<file path="src/rtl/param_shift_register_if.sv">
// Control/data bundle for param_shift_register: the master drives op, data and start;
// the slave returns the register word, serial output and sequencer status.
interface param_shift_register_if #(
    parameter int WIDTH   = 8,
    parameter int SHAMT_W = 4
);
    logic               en;
    logic [2:0]         op;
    logic [WIDTH-1:0]   d;
    logic               ser_in;
    logic               start;
    logic [SHAMT_W-1:0] shamt;
    logic [WIDTH-1:0]   q;
    logic               ser_out;
    logic               busy;
    logic               done;

    modport master (
        output en, op, d, ser_in, start, shamt,
        input  q, ser_out, busy, done
    );

    modport slave (
        input  en, op, d, ser_in, start, shamt,
        output q, ser_out, busy, done
    );
endinterface

</file>
<file path="src/rtl/param_shift_register.sv">
// Purpose: WIDTH-bit register with load/clear/single-step shifts and a start/busy/done multi-step shift sequencer.
// Latency: single steps take effect on the next enabled edge; an N-step shift completes N enabled edges after acceptance.
// Backpressure: en=0 freezes all state; while busy, start/op/d/shamt are ignored.
module param_shift_register #(
    parameter int WIDTH   = 8,
    parameter int SHAMT_W = 4
) (
    input  logic clk,
    input  logic rst_n,
    param_shift_register_if.slave bus
);
    localparam logic [2:0] OP_HOLD  = 3'b000;
    localparam logic [2:0] OP_LOAD  = 3'b001;
    localparam logic [2:0] OP_SLL   = 3'b010;
    localparam logic [2:0] OP_SRL   = 3'b011;
    localparam logic [2:0] OP_SRA   = 3'b100;
    localparam logic [2:0] OP_ROL   = 3'b101;
    localparam logic [2:0] OP_ROR   = 3'b110;
    localparam logic [2:0] OP_CLEAR = 3'b111;
    localparam logic [SHAMT_W-1:0] CNT_ONE = {{(SHAMT_W-1){1'b0}}, 1'b1};

    typedef enum logic {S_IDLE, S_SHIFT} state_t;

    state_t             r_state;
    logic [2:0]         r_op;
    logic [SHAMT_W-1:0] r_cnt;
    logic [WIDTH-1:0]   r_q;
    logic               r_ser_out;
    logic               r_busy;
    logic               r_done;

    state_t             w_state_nxt;
    logic [2:0]         w_op_nxt;
    logic [SHAMT_W-1:0] w_cnt_nxt;
    logic [WIDTH-1:0]   w_q_nxt;
    logic               w_so_nxt;
    logic               w_busy_nxt;
    logic               w_done_nxt;
    logic [WIDTH:0]     w_step;

    function automatic logic f_is_shift(input logic [2:0] a_op);
        return (a_op >= OP_SLL) && (a_op <= OP_ROR);
    endfunction

    // Returns {ser_out, q} after one step of a_op; non-shift ops keep ser_out.
    function automatic logic [WIDTH:0] f_step(
        input logic [2:0]       a_op,
        input logic [WIDTH-1:0] a_q,
        input logic [WIDTH-1:0] a_d,
        input logic             a_si,
        input logic             a_so
    );
        logic [WIDTH:0] v_res;
        case (a_op)
            OP_HOLD:  v_res = {a_so, a_q};
            OP_LOAD:  v_res = {a_so, a_d};
            OP_SLL:   v_res = {a_q[WIDTH-1], a_q[WIDTH-2:0], a_si};
            OP_SRL:   v_res = {a_q[0], a_si, a_q[WIDTH-1:1]};
            OP_SRA:   v_res = {a_q[0], a_q[WIDTH-1], a_q[WIDTH-1:1]};
            OP_ROL:   v_res = {a_q[WIDTH-1], a_q[WIDTH-2:0], a_q[WIDTH-1]};
            OP_ROR:   v_res = {a_q[0], a_q[0], a_q[WIDTH-1:1]};
            OP_CLEAR: v_res = {a_so, {WIDTH{1'b0}}};
            default:  v_res = {a_so, a_q};
        endcase
        return v_res;
    endfunction

    always_comb begin
        w_state_nxt = r_state;
        w_op_nxt    = r_op;
        w_cnt_nxt   = r_cnt;
        w_q_nxt     = r_q;
        w_so_nxt    = r_ser_out;
        w_busy_nxt  = r_busy;
        w_done_nxt  = 1'b0;
        w_step      = {r_ser_out, r_q};
        case (r_state)
            S_IDLE: begin
                if (bus.start && f_is_shift(bus.op)) begin
                    // Accepting edge only arms the sequencer; q is untouched.
                    if (bus.shamt != '0) begin
                        w_state_nxt = S_SHIFT;
                        w_op_nxt    = bus.op;
                        w_cnt_nxt   = bus.shamt;
                        w_busy_nxt  = 1'b1;
                    end else begin
                        w_done_nxt  = 1'b1;
                    end
                end else begin
                    w_step   = f_step(bus.op, r_q, bus.d, bus.ser_in, r_ser_out);
                    w_so_nxt = w_step[WIDTH];
                    w_q_nxt  = w_step[WIDTH-1:0];
                end
            end
            S_SHIFT: begin
                w_step    = f_step(r_op, r_q, bus.d, bus.ser_in, r_ser_out);
                w_so_nxt  = w_step[WIDTH];
                w_q_nxt   = w_step[WIDTH-1:0];
                w_cnt_nxt = r_cnt - CNT_ONE;
                if (r_cnt == CNT_ONE) begin
                    w_state_nxt = S_IDLE;
                    w_busy_nxt  = 1'b0;
                    w_done_nxt  = 1'b1;
                end
            end
            default: begin
                w_state_nxt = S_IDLE;
                w_busy_nxt  = 1'b0;
            end
        endcase
    end

    always_ff @(posedge clk or negedge rst_n) begin
        if (!rst_n) begin
            r_state   <= S_IDLE;
            r_op      <= OP_HOLD;
            r_cnt     <= '0;
            r_q       <= '0;
            r_ser_out <= 1'b0;
            r_busy    <= 1'b0;
            r_done    <= 1'b0;
        end else if (bus.en) begin
            r_state   <= w_state_nxt;
            r_op      <= w_op_nxt;
            r_cnt     <= w_cnt_nxt;
            r_q       <= w_q_nxt;
            r_ser_out <= w_so_nxt;
            r_busy    <= w_busy_nxt;
            r_done    <= w_done_nxt;
        end
    end

    assign bus.q       = r_q;
    assign bus.ser_out = r_ser_out;
    assign bus.busy    = r_busy;
    assign bus.done    = r_done;
endmodule

</file>
<file path="src/flat_wrapper.sv">
// flat-port wrapper written by rule: the top's interface ports become plain ports
module param_shift_register_flat 
#(
    parameter int WIDTH   = 8,
    parameter int SHAMT_W = 4
)
  (clk, rst_n, bus_en, bus_op, bus_d, bus_ser_in, bus_start, bus_shamt, bus_q, bus_ser_out, bus_busy, bus_done);
  param_shift_register_if #(.WIDTH(WIDTH), .SHAMT_W(SHAMT_W)) bus_i ();
  input  logic clk;
  input  logic rst_n;
  input wire logic [$bits(bus_i.en)-1:0] bus_en;
  input wire logic [$bits(bus_i.op)-1:0] bus_op;
  input wire logic [$bits(bus_i.d)-1:0] bus_d;
  input wire logic [$bits(bus_i.ser_in)-1:0] bus_ser_in;
  input wire logic [$bits(bus_i.start)-1:0] bus_start;
  input wire logic [$bits(bus_i.shamt)-1:0] bus_shamt;
  output wire logic [$bits(bus_i.q)-1:0] bus_q;
  output wire logic [$bits(bus_i.ser_out)-1:0] bus_ser_out;
  output wire logic [$bits(bus_i.busy)-1:0] bus_busy;
  output wire logic [$bits(bus_i.done)-1:0] bus_done;
  assign bus_i.en = bus_en;
  assign bus_i.op = bus_op;
  assign bus_i.d = bus_d;
  assign bus_i.ser_in = bus_ser_in;
  assign bus_i.start = bus_start;
  assign bus_i.shamt = bus_shamt;
  assign bus_q = bus_i.q;
  assign bus_ser_out = bus_i.ser_out;
  assign bus_busy = bus_i.busy;
  assign bus_done = bus_i.done;
  param_shift_register #(.WIDTH(WIDTH), .SHAMT_W(SHAMT_W)) u_core (.clk(clk), .rst_n(rst_n), .bus(bus_i));
endmodule
</file>
<file path="config.mk">
export PLATFORM = sky130hd
export DESIGN_NAME = param_shift_register_flat
export DESIGN_NICKNAME = d
export VERILOG_FILES = /design/src/rtl/param_shift_register_if.sv /design/src/rtl/param_shift_register.sv /design/src/flat_wrapper.sv
export SDC_FILE = /design/constraint.sdc
export NUM_CORES = 1
export LEC_CHECK = 0
export BUFFER_PORTS_ARGS = -buffer_cell sky130_fd_sc_hd__buf_4
export CAP_MARGIN = 10
export CORE_MARGIN = 10
export CORE_UTILIZATION = 51
export CTS_CLUSTER_SIZE = 25
export DETAILED_ROUTE_END_ITERATION = 8
export PLACE_DENSITY = 0.74
export SLEW_MARGIN = 20
export SYNTH_ARGS = -nofsm -noshare
export SYNTH_HDL_FRONTEND = slang
export SYNTH_SLANG_ARGS = --single-unit
</file>
<file path="constraint.sdc">
create_clock -name clk -period 2.36 [get_ports clk]
set_input_delay 0.118 -clock clk [delete_from_list [all_inputs] [get_ports clk]]
set_output_delay 0.118 -clock clk [all_outputs]
set_load 0.03 [all_outputs]
</file>
==> flow_summary.toml, run 1 <==
[synthesis]
synth_xor_area_share_pct = 0
synth_compound_area_share_pct = 39.5
yosys-top-cells-area = "dfrtp_1, o21ai_0, a21oi_1"
yosysTopAreaCell = "dfrtp_1"
synth_fa_ha_area_share_pct = 1.41
synth_nets = 252
synthCells = 230
synthArstFlopShare_pct = 100
synth_ff_type = "dfrtp_1"
yosys.area_share.simple_pct = 17.6
netlist_area_um2 = 1770
synth_mux_area_share_pct = 5.37
yosysWarnings = 0
synth_top_family_by_area = "compound AO/OA/AOI/OAI gates"
ys_seq_area_share_pct = 26.9
synth_edf_count = 0
ys_ff_latch = 19
synth_top_area_share_pct = 26.9
synth_cell_types = 51
synth_area_per_cell_um2 = 7.69

[floorplan]
core-area_um2 = 3340
initial_core_util_pct = 53.0
dieArea_um2 = 6230
die_x_um = 78.9
boundaryPins = 31
rows = 21
die_h_um = 78.9

[clocking]
cts_buffer_depth = 2
clk_latency_ns = 0.32
clock-sinks = 19
postCtsSetupBuffers = 0
path_clk_slew_ns = 0.13
cts_made_buffers = 3
htreeDepth = 1
cts_resized = 0
clockRootBuffer = "clkbuf_4"
hold_buffers = 1
cts_tree = "built"

[pwr]
p_clk_share_pct = 7.0
p_sw_w = 0.00136
p_per_area_nw_per_um2 = 1280
p_leak_nw = 0.877
internal_power_w = 0.00126
power_w = 0.00263
power.share.switching_pct = 51.9
pwr-share-comb_pct = 62.0
ir_drop_mv = 0.555
seq_power_share_pct = 31.0

[critical_path]
critPathLaunchType = "register"
worstSetupPathType = "register to register"
critPathCaptureType = "register"
critPathRequiredTime_ns = 2.58
arrival_ns = 2.06
crit_path_max_fanout = 14

[finish]
fin_nets = 275
multi_input_area_um2 = 1130
fin_area_um2 = 2050
antenna_cells = 0
syn_to_final_growth_pct = 15.7
final-seq-area_um2 = 475
drive_gt1_share_pct = 21.4
fillers = 342

[grt]
grt_pass1_wl_um = 8600
grt.overflow.total = 0
grt_antenna_before_repair = 0
grt_pass1_vias = 1694
grt_max_degree = 25
grt_usage_pct = 16.6

[timing]
hold_viol = 0
slew_viol_final = 0
fin_tns_setup_ns = 0
min_period_ns = 1.84
fin_skew_ns = 0.00348
worst_pin_slew_ns = 0.460
slew_headroom_pct = 69.1
rsz0062_at_grt = "false"
setup_viol = 0
fin_crit_sh_pct = 78.0
fmax_mhz = 544

[flow_run]
maxCapViolCount = 0

[drt]
drt_iter0_drc = 256
drtPass1Iterations = 5
wl_per_cell_um = 17.9
num_vias = 1953
drt-total-wl_um = 5350
via_per_inst = 6.55
postRouteAntennaNets = 0
drc = 0

[run_status]
status = "finished clean"

[placement]
hpwl_um = 3830
placed_area_um2 = 2010
place_congestion = 0.982
port_buffers = 30

[hold_path]
min_path_type = "primary input to register"
Yosys cell counts (all sizes together) (3+ instances only):
cell type and n:
a31oi 6, nand2b 7, nor2b 5, nand3 4, buf 14, a211oi 7, a221oi 5, o21ai 25
o22ai 10, nand2 19, dfrtp 19, clkbuf 9, a21oi 21, mux2 4, nor3b 3, nor2 9
mux2i 5, inv 12, o31ai 3, a22oi 9
metal layers:
layer	vias up	GRT usage [%]	share of wire (%)
met5	-	0	0
met4	0	5.02	1.6
met3	11	3.27	9.7
met2	115	25.7	46
met1	915	22.6	43
li1	912	-	-
cell usage in the layout (no fill, tap or decap), types with 2 or more instances in the layout:
cell       Yosys  final
buf_4          3     40
o21ai_0       23     23
a21oi_1       21     21
nand2_1       19     19
dfrtp_1       19     19
inv_1         12     12
o22ai_1       10     10
nor2_1         9      9
a22oi_1        9      9
nand2b_1       7      7
a211oi_1       7      7
a31oi_1        6      6
nor2b_1        5      5
mux2i_1        5      5
a221oi_1       5      5
nand3_1        4      4
mux2_2         4      4
nor3b_1        3      3
o31ai_1        3      3
clkbuf_4       0      3
nand3b_1       2      2
a2bb2oi_1      2      2
a221o_1        2      2
nor3_1         2      2
a21o_1         2      2
o41ai_1        2      2
ha_1           2      2
cell families after synthesis:
logic type	count (synthesis)
compound gates	105
simple gates	60
buf+inv	35
flops	19
mux	9
fa+ha+maj	2
per-stage QoR:
| stage | hold slack (ns) | instances | utilization (%) | worst slack, ns |
|---|---|---|---|---|
| 6_report | 0.0811 | 298 | 61.3 | 0.520 |
| 4_1_cts | 0.0784 | 298 | 61.3 | 0.544 |
| 5_1_grt | 0.0811 | 298 | 61.3 | 0.412 |
| 3_5_place_dp | 0.0187 | 293 | 60.2 | 0.555 |
| 3_3_place_gp | 0.0164 | 293 | 60.2 | 0.586 |
| 2_1_floorplan | -0.178 | 230 | - | 0.788 |
power groups by stage:
| stage | Combinational (W) | Sequential (W) | Clock [W] |
|---|---|---|---|
| floorplan | 0.00114 | 0.000793 | 0 |
| global placement | 0.00161 | 0.000795 | 0 |
| detailed placement | 0.00161 | 0.000809 | 0 |
| CTS | 0.00162 | 0.000803 | 0.000187 |
| global route | 0.00179 | 0.000843 | 0.000204 |
| finish | 0.00163 | 0.000814 | 0.000185 |
worst paths after layout:
check / startpoint / endpoint / slack (ns) / cells past startpoint
setup / recovery: u_core.r_op[2] / u_core.bus.q[6] / 0.52 / 6
hold / removal: bus_en / u_core.bus.done / 0.08 / 2
setup reg to reg: u_core.r_op[2] / u_core.bus.q[6] / 0.52 / 6
hold reg to reg: u_core.bus.ser_out / u_core.bus.ser_out / 0.52 / 2
max in group asynchronous: rst_n / u_core.r_cnt[2] / 1.95 / 2
min in group asynchronous: rst_n / u_core.r_op[2] / 0.19 / 2
registers in the layout, summed over array words and instances, names as in the netlist:
| register | cells |
|---|---|
| u_core.r_state | 1 |
| u_core.r_cnt | 4 |
| u_core.r_op | 3 |
| u_core.bus.busy | 1 |
| u_core.bus.done | 1 |
| u_core.bus.q | 8 |
| u_core.bus.ser_out | 1 |
worst max-delay path, stage by stage (launching register included):
cell and delay, ns:
dfrtp_1 0.51, or2_0 0.36, o31a_1 0.28, o21ai_2 0.10, buf_4 0.24, nor2_1 0.06, a22o_1 0.19
layout make-up:
class	count	area share (%)
inverters	12	2.20
clock buffers	3	1.10
repair buffers	41	15.2
well taps	46	2.81
flip-flops and latches	19	23.2
clock inverters	1	0.244
multi-input cells	176	55.3
Note: power is estimated with default switching activity, not from simulation.
==> run 2: changes to the inputs <==
Settings changed: ABC_AREA from default to 1.
Clock period 2.36 ns to 1.8 ns, I/O delays scaled along.
==> run 2 against run 1 <==
  * Die area increased by 0.20%
  * Register-to-register slack lost 0.20 ns
  * Sequential power grew 12%
  * Synthesized cell count up 18%
  * Core utilization down 0.52 points
  * Non-clock buffer count fell by 9
  * Clock power up 18%
  * Via count fell by 7.0%
  * Combinational power increased by 25%
  * First-iteration DRC count decreased by 25%
  * Critical path depth grew 2
  * Critical path type unchanged
==> flow_summary.toml, run 2 <==
[drt]
wl_per_cell_um = 13.3
postRouteAntennaNets = 0
drc = 0
drt-total-wl_um = 4590
drtPass1Iterations = 4
via_per_inst = 5.26
drt_iter0_drc = 192
num_vias = 1816

[grt]
grt_usage_pct = 15.2
grt_pass1_wl_um = 8020
grt.overflow.total = 0
grt_antenna_before_repair = 0
grt_max_degree = 22
grt_pass1_vias = 1755

[synthesis]
yosys-top-cells-area = "dfrtp_1, nand2_1, nand3_1"
synth_area_per_cell_um2 = 6.52
synth_common_cells = "nand2_1, nand3_1, inv_1, dfrtp_1, a21oi_1"
netlist_area_um2 = 1770
synthArstFlopShare_pct = 100
synth_nets = 294
ys_seq_area_share_pct = 26.8
yosysMostFrequentCell = "nand2_1"
synth_ff_type = "dfrtp_1"
synth_top_area_share_pct = 26.8
synth_cell_types = 32
synthCells = 272
synth_edf_count = 0
yosysWarnings = 0
yosysTopAreaCell = "dfrtp_1"
ys_ff_latch = 19

[floorplan]
initial_core_util_pct = 53.2
boundaryPins = 31
core-area_um2 = 3340
die_x_um = 79.0
dieArea_um2 = 6240
die_h_um = 79.0
rows = 21

[critical_path]
path_cells = "nor2_8, inv_6, o21ai_4, nand2_4, nand2_8, inv_6, nand2_1, nand2_1"
critPathSlowestCell = "dfrtp_1"
worstSetupPathType = "register to register"
critPathCaptureType = "register"
crit_path_max_fanout = 10
path_delay_family = "simple AND/OR/NAND/NOR gates"
cp_slowest_stage_delay_ns = 0.54
arrival_ns = 1.68
critPathRequiredTime_ns = 2.00
critPathLaunchType = "register"
cp.depth = 8
critPathBufInv = 2
ff2ff_path_depth = 8

[finish]
largest_register_ffs = 8
final_util_pct = 60.8
antenna_cells = 0
final_common_cell = "nand2_1"
drive_gt1_share_pct = 21.1
fin_nets = 322
final_cell_mix = "nand2_1, nand3_1, buf_4"
syn_to_final_growth_pct = 14.4

[clocking]
clockRootBuffer = "clkbuf_4"
cts_made_buffers = 3
clk_latency_ns = 0.30
path_clk_slew_ns = 0.11
postCtsSetupBuffers = 0
cts_tree = "built"
cts_buffer_depth = 2
htreeDepth = 1
clock-sinks = 19

[pwr]
p_per_area_nw_per_um2 = 1560
p_leak_nw = 1.08
ir_drop_mv = 0.898

[timing]
setup_viol = 0
fin_tns_setup_ns = 0
slew_viol_final = 0
rsz0062_at_grt = "false"
fmax_mhz = 676
setup_slack_ns = 0.320
fin_crit_sh_pct = 82.2
hold_viol = 0
slew_headroom_pct = 72.3
fin_skew_ns = 0.00756
min_period_ns = 1.48
worst_pin_slew_ns = 0.415

[placement]
place_congestion = 0.919
pre_cts_ws_ns = 0.346
hpwl_um = 3500
port_buffers = 30

[flow_run]
maxCapViolCount = 0

[run_status]
status = "finished clean"

[hold_path]
min_path_type = "primary input to register"
hold_path_depth = 3
==> run 2: routing by layer <==
| metal | global-route usage (%) | share of wire [%] | up-vias |
|---|---|---|---|
| met5 | 0 | 0 | - |
| met4 | 2.87 | 0.59 | 0 |
| met3 | 2.59 | 5.7 | 4 |
| met2 | 25.1 | 47 | 43 |
| met1 | 20.2 | 46 | 834 |
| li1 | - | - | 935 |
==> run 2: area by class of cell <==
cell class | instances | area, µm²
clock buffers | 3 | 22.5
clock inverters | 1 | 5.00
fillers | 338 | 1310
inverters | 29 | 124
multi-input cells | 215 | 1100
flip-flops and latches | 19 | 475
well taps | 46 | 57.6
repair buffers | 32 | 243
==> run 2: what timing repair did <==
action	in CTS	in global routing
endpoints found under the hold margin	19	0
resized for setup	0	0
hold buffers	1	0
==> run 2: path summary, 6_finish.rpt <==
| kind | end | from | slack (ns) |
|---|---|---|---|
| max | u_core.bus.q[6] | u_core.r_op[2] | 0.32 |
| min | u_core.bus.done | bus_en | 0.08 |
| max reg2reg | u_core.bus.q[6] | u_core.r_op[2] | 0.32 |
| min reg2reg | u_core.bus.done | u_core.bus.done | 0.50 |
| max in group asynchronous | u_core.bus.q[7] | rst_n | 1.41 |
| min in group asynchronous | u_core.r_cnt[3] | rst_n | 0.19 |
==> run 2: metrics by stage <==
stage	total power, W	std cells	hold WS (ns)	cell area (µm²)
2_1_floorplan	0.00247	272	-0.206	1770
3_3_place_gp	0.00294	340	-0.0160	1990
3_5_place_dp	0.00295	340	-0.0145	1990
4_1_cts	0.00318	345	0.0693	2030
5_1_grt	0.00350	345	0.0926	2030
6_report	0.00317	345	0.0751	2030
==> run 2: power by group <==
group / switching, W / internal, W / leakage, nW
Sequential: 0.000301 / 0.000612 / 0.239
Clock: 0.000136 / 0.0000828 / 0.0177
Combinational: 0.00129 / 0.000745 / 0.825
Total: 0.00173 / 0.00144 / 1.08
==> run 2: logic make-up (layout without fill, tap and decap cells) <==
family                   after synthesis  count (layout)  share of synthesized area, %
XOR/XNOR                               1               1                         0.494
flip-flops                            19              19                          26.8
adder cells (fa/ha/maj)                2               2                          1.41
buffers and inverters                 38              65                          11.1
AND/OR/NAND/NOR                      178             178                          49.8
AO/OA/AOI/OAI                         34              34                          10.4
==> run 2: worst register-to-register path: stages, from the launching register on <==
cell     delay [ns]
dfrtp_1        0.54
nor2_8         0.26
inv_6          0.07
o21ai_4        0.15
nand2_4        0.09
nand2_8        0.10
inv_6          0.05
nand2_1        0.06
nand2_1        0.05
==> run 3: changes to the inputs <==
Settings changed: ABC_AREA 1 to 0.
Clock period 1.8 ns to 1.5 ns, I/O delays scaled along.
==> run 3 against run 2 <==
  * The run now ends with setup timing left
  * Non-clock buffer count grew 43
  * Critical path type unchanged
  * Highest routed layer unchanged
  * Sequential cell count is the same
  * Routed wire length grew 28%
  * Critical endpoint is now u_core.bus.ser_out
==> flow_summary.toml, run 3 (synthesized netlist as in run 1, its figures left out) <==
[run_status]
status = "finished, violations left"
failed_checks = "setup timing"

[placement]
place_congestion = 0.911
hpwl_um = 4110
port_buffers = 30
place_inst = 320
placed_area_um2 = 2240
pre_cts_ws_ns = -0.110

[hold_path]
min_path_type = "primary input to register"
min_from = "bus_en"

[grt]
grt_usage_pct = 17.7
grt_pass1_vias = 1869
grt_pass1_wl_um = 9270
grt_antenna_before_repair = 0
grt_max_degree = 20
grt.overflow.total = 0

[floorplan]
dieArea_um2 = 6230
core-area_um2 = 3340
initial_core_util_pct = 53.0
rows = 21
die_x_um = 78.9
boundaryPins = 31
die_h_um = 78.9

[clocking]
htreeDepth = 1
cts_made_buffers = 3
cts_tree = "built"
cts_buffer_depth = 2
clockRootBuffer = "clkbuf_4"
clk_latency_ns = 0.33
path_clk_slew_ns = 0.13
clock-sinks = 19

[critical_path]
worstSetupPathType = "register to register"
crit_path_end = "u_core.bus.ser_out"
crit_path_max_fanout = 7
critPathCaptureType = "register"
rr_startpoint = "u_core.r_op[2]"
reg2reg_slack_ns = -0.08
critPathRequiredTime_ns = 1.74
critPathLaunch = "u_core.r_op[2]"
r2r-end = "u_core.bus.ser_out"
arrival_ns = 1.82
ff2ff_path_depth = 6
critPathLaunchType = "register"

[finish]
drive_gt1_share_pct = 37.1
fin_nets = 309
final_util_pct = 73.1
largest_register_ffs = 8
syn_to_final_growth_pct = 37.8
final_common_cell = "buf_4"
stdcell_count = 332
fin_area_um2 = 2440
final_cell_mix = "buf_4, a21oi_1, nand2_1"
antenna_cells = 0

[drt]
postRouteAntennaNets = 0
drt_iter0_drc = 167
drtPass1Iterations = 4
drc = 0
via_per_inst = 6.16
drt-total-wl_um = 5860
wl_per_cell_um = 17.6
num_vias = 2044

[timing]
fin_skew_ns = 0.0166
slew_viol_final = 0
fmax_mhz = 633
min_period_ns = 1.58
setup_slack_ns = -0.0790
fin_crit_sh_pct = 105
hold_viol = 0
slew_headroom_pct = 69.0
worst_pin_slew_ns = 0.460
rsz0062_at_grt = "true"
setup_viol = 7

[pwr]
power_w = 0.00508
p_leak_nw = 1.08
ir_drop_mv = 1.14
p_per_area_nw_per_um2 = 2080

[flow_run]
maxCapViolCount = 0
run 3: changes by cell type in the layout (fill, tap and decap cells not counted), sizes merged, moves of 6 or more:
cell    delta
a211oi     +7
nand3     -35
inv       -17
o22ai      +9
nand2b     +7
a31oi      +6
buf       +43
o21ai     +10
nand2     -94
nand4      -6
a22oi      +9
nor2       -6
run 3: cell type report:
cell class / instances / area (µm²)
multi-input combinational: 176 / 1220
fill: 264 / 898
timing repair buffer: 75 / 606
sequential: 19 / 480
tap: 46 / 57.6
inverter: 12 / 45.0
clock buffer: 4 / 26.3
run 3: timing repair:
| action | 4_1_cts | 5_1_grt |
|---|---|---|
| gates resized for setup | 13 | 22 |
| hold endpoints to repair | 19 | 0 |
| pin swaps | 6 | 10 |
| buffers inserted | 5 | 2 |
| endpoints found under the setup margin | 9 | 9 |
| hold buffers | 1 | 0 |
run 3: through the flow:
| step | TNS (ns) | hold slack (ns) |
|---|---|---|
| 4_1_cts | -0.0772 | 0.0239 |
| 2_1_floorplan | -0.0126 | -0.221 |
| 5_1_grt | -0.916 | 0.0393 |
| 3_5_place_dp | -0.408 | -0.0263 |
| 3_3_place_gp | -0.131 | -0.0271 |
| 6_report | -0.241 | 0.0199 |
run 3: power by group:
part	switching, W	total, W	internal (W)	leakage [nW]
sequential	0.000414	0.00118	0.000766	0.221
combinational	0.00185	0.00361	0.00176	0.841
clock	0.000188	0.000292	0.000104	0.0150
run 3: worst max-delay path, cell delays in order, from the launching register on:
cell and delay, ns:
dfrtp_1 0.44, buf_6 0.15, nor3b_2 0.19, a21o_1 0.16
a221o_1 0.18, o21ai_2 0.07, o41ai_2 0.32
run 3: worst min-delay path by stage:
stage               slack (ns)               to  depth (start not counted)
CTS                       0.02  u_core.bus.done                          2
detailed placement       -0.03  u_core.bus.q[1]                          1
global route              0.04  u_core.bus.done                          2
finish                    0.02  u_core.bus.done                          2
floorplan                -0.22  u_core.bus.busy                          0
global placement         -0.03  u_core.bus.q[1]                          1
run 3: layer usage:
layer | global-route usage, % | part of all wire [%] | vias up | routed length [µm]
met2 | 28.9 | 47 | 98 | 2780
met1 | 22.9 | 41 | 952 | 2430
li1 | - | - | 981 | -
met3 | 4.73 | 8.9 | 13 | 520
met4 | 3.58 | 2.2 | 0 | 129
met5 | 0 | 0 | - | 0
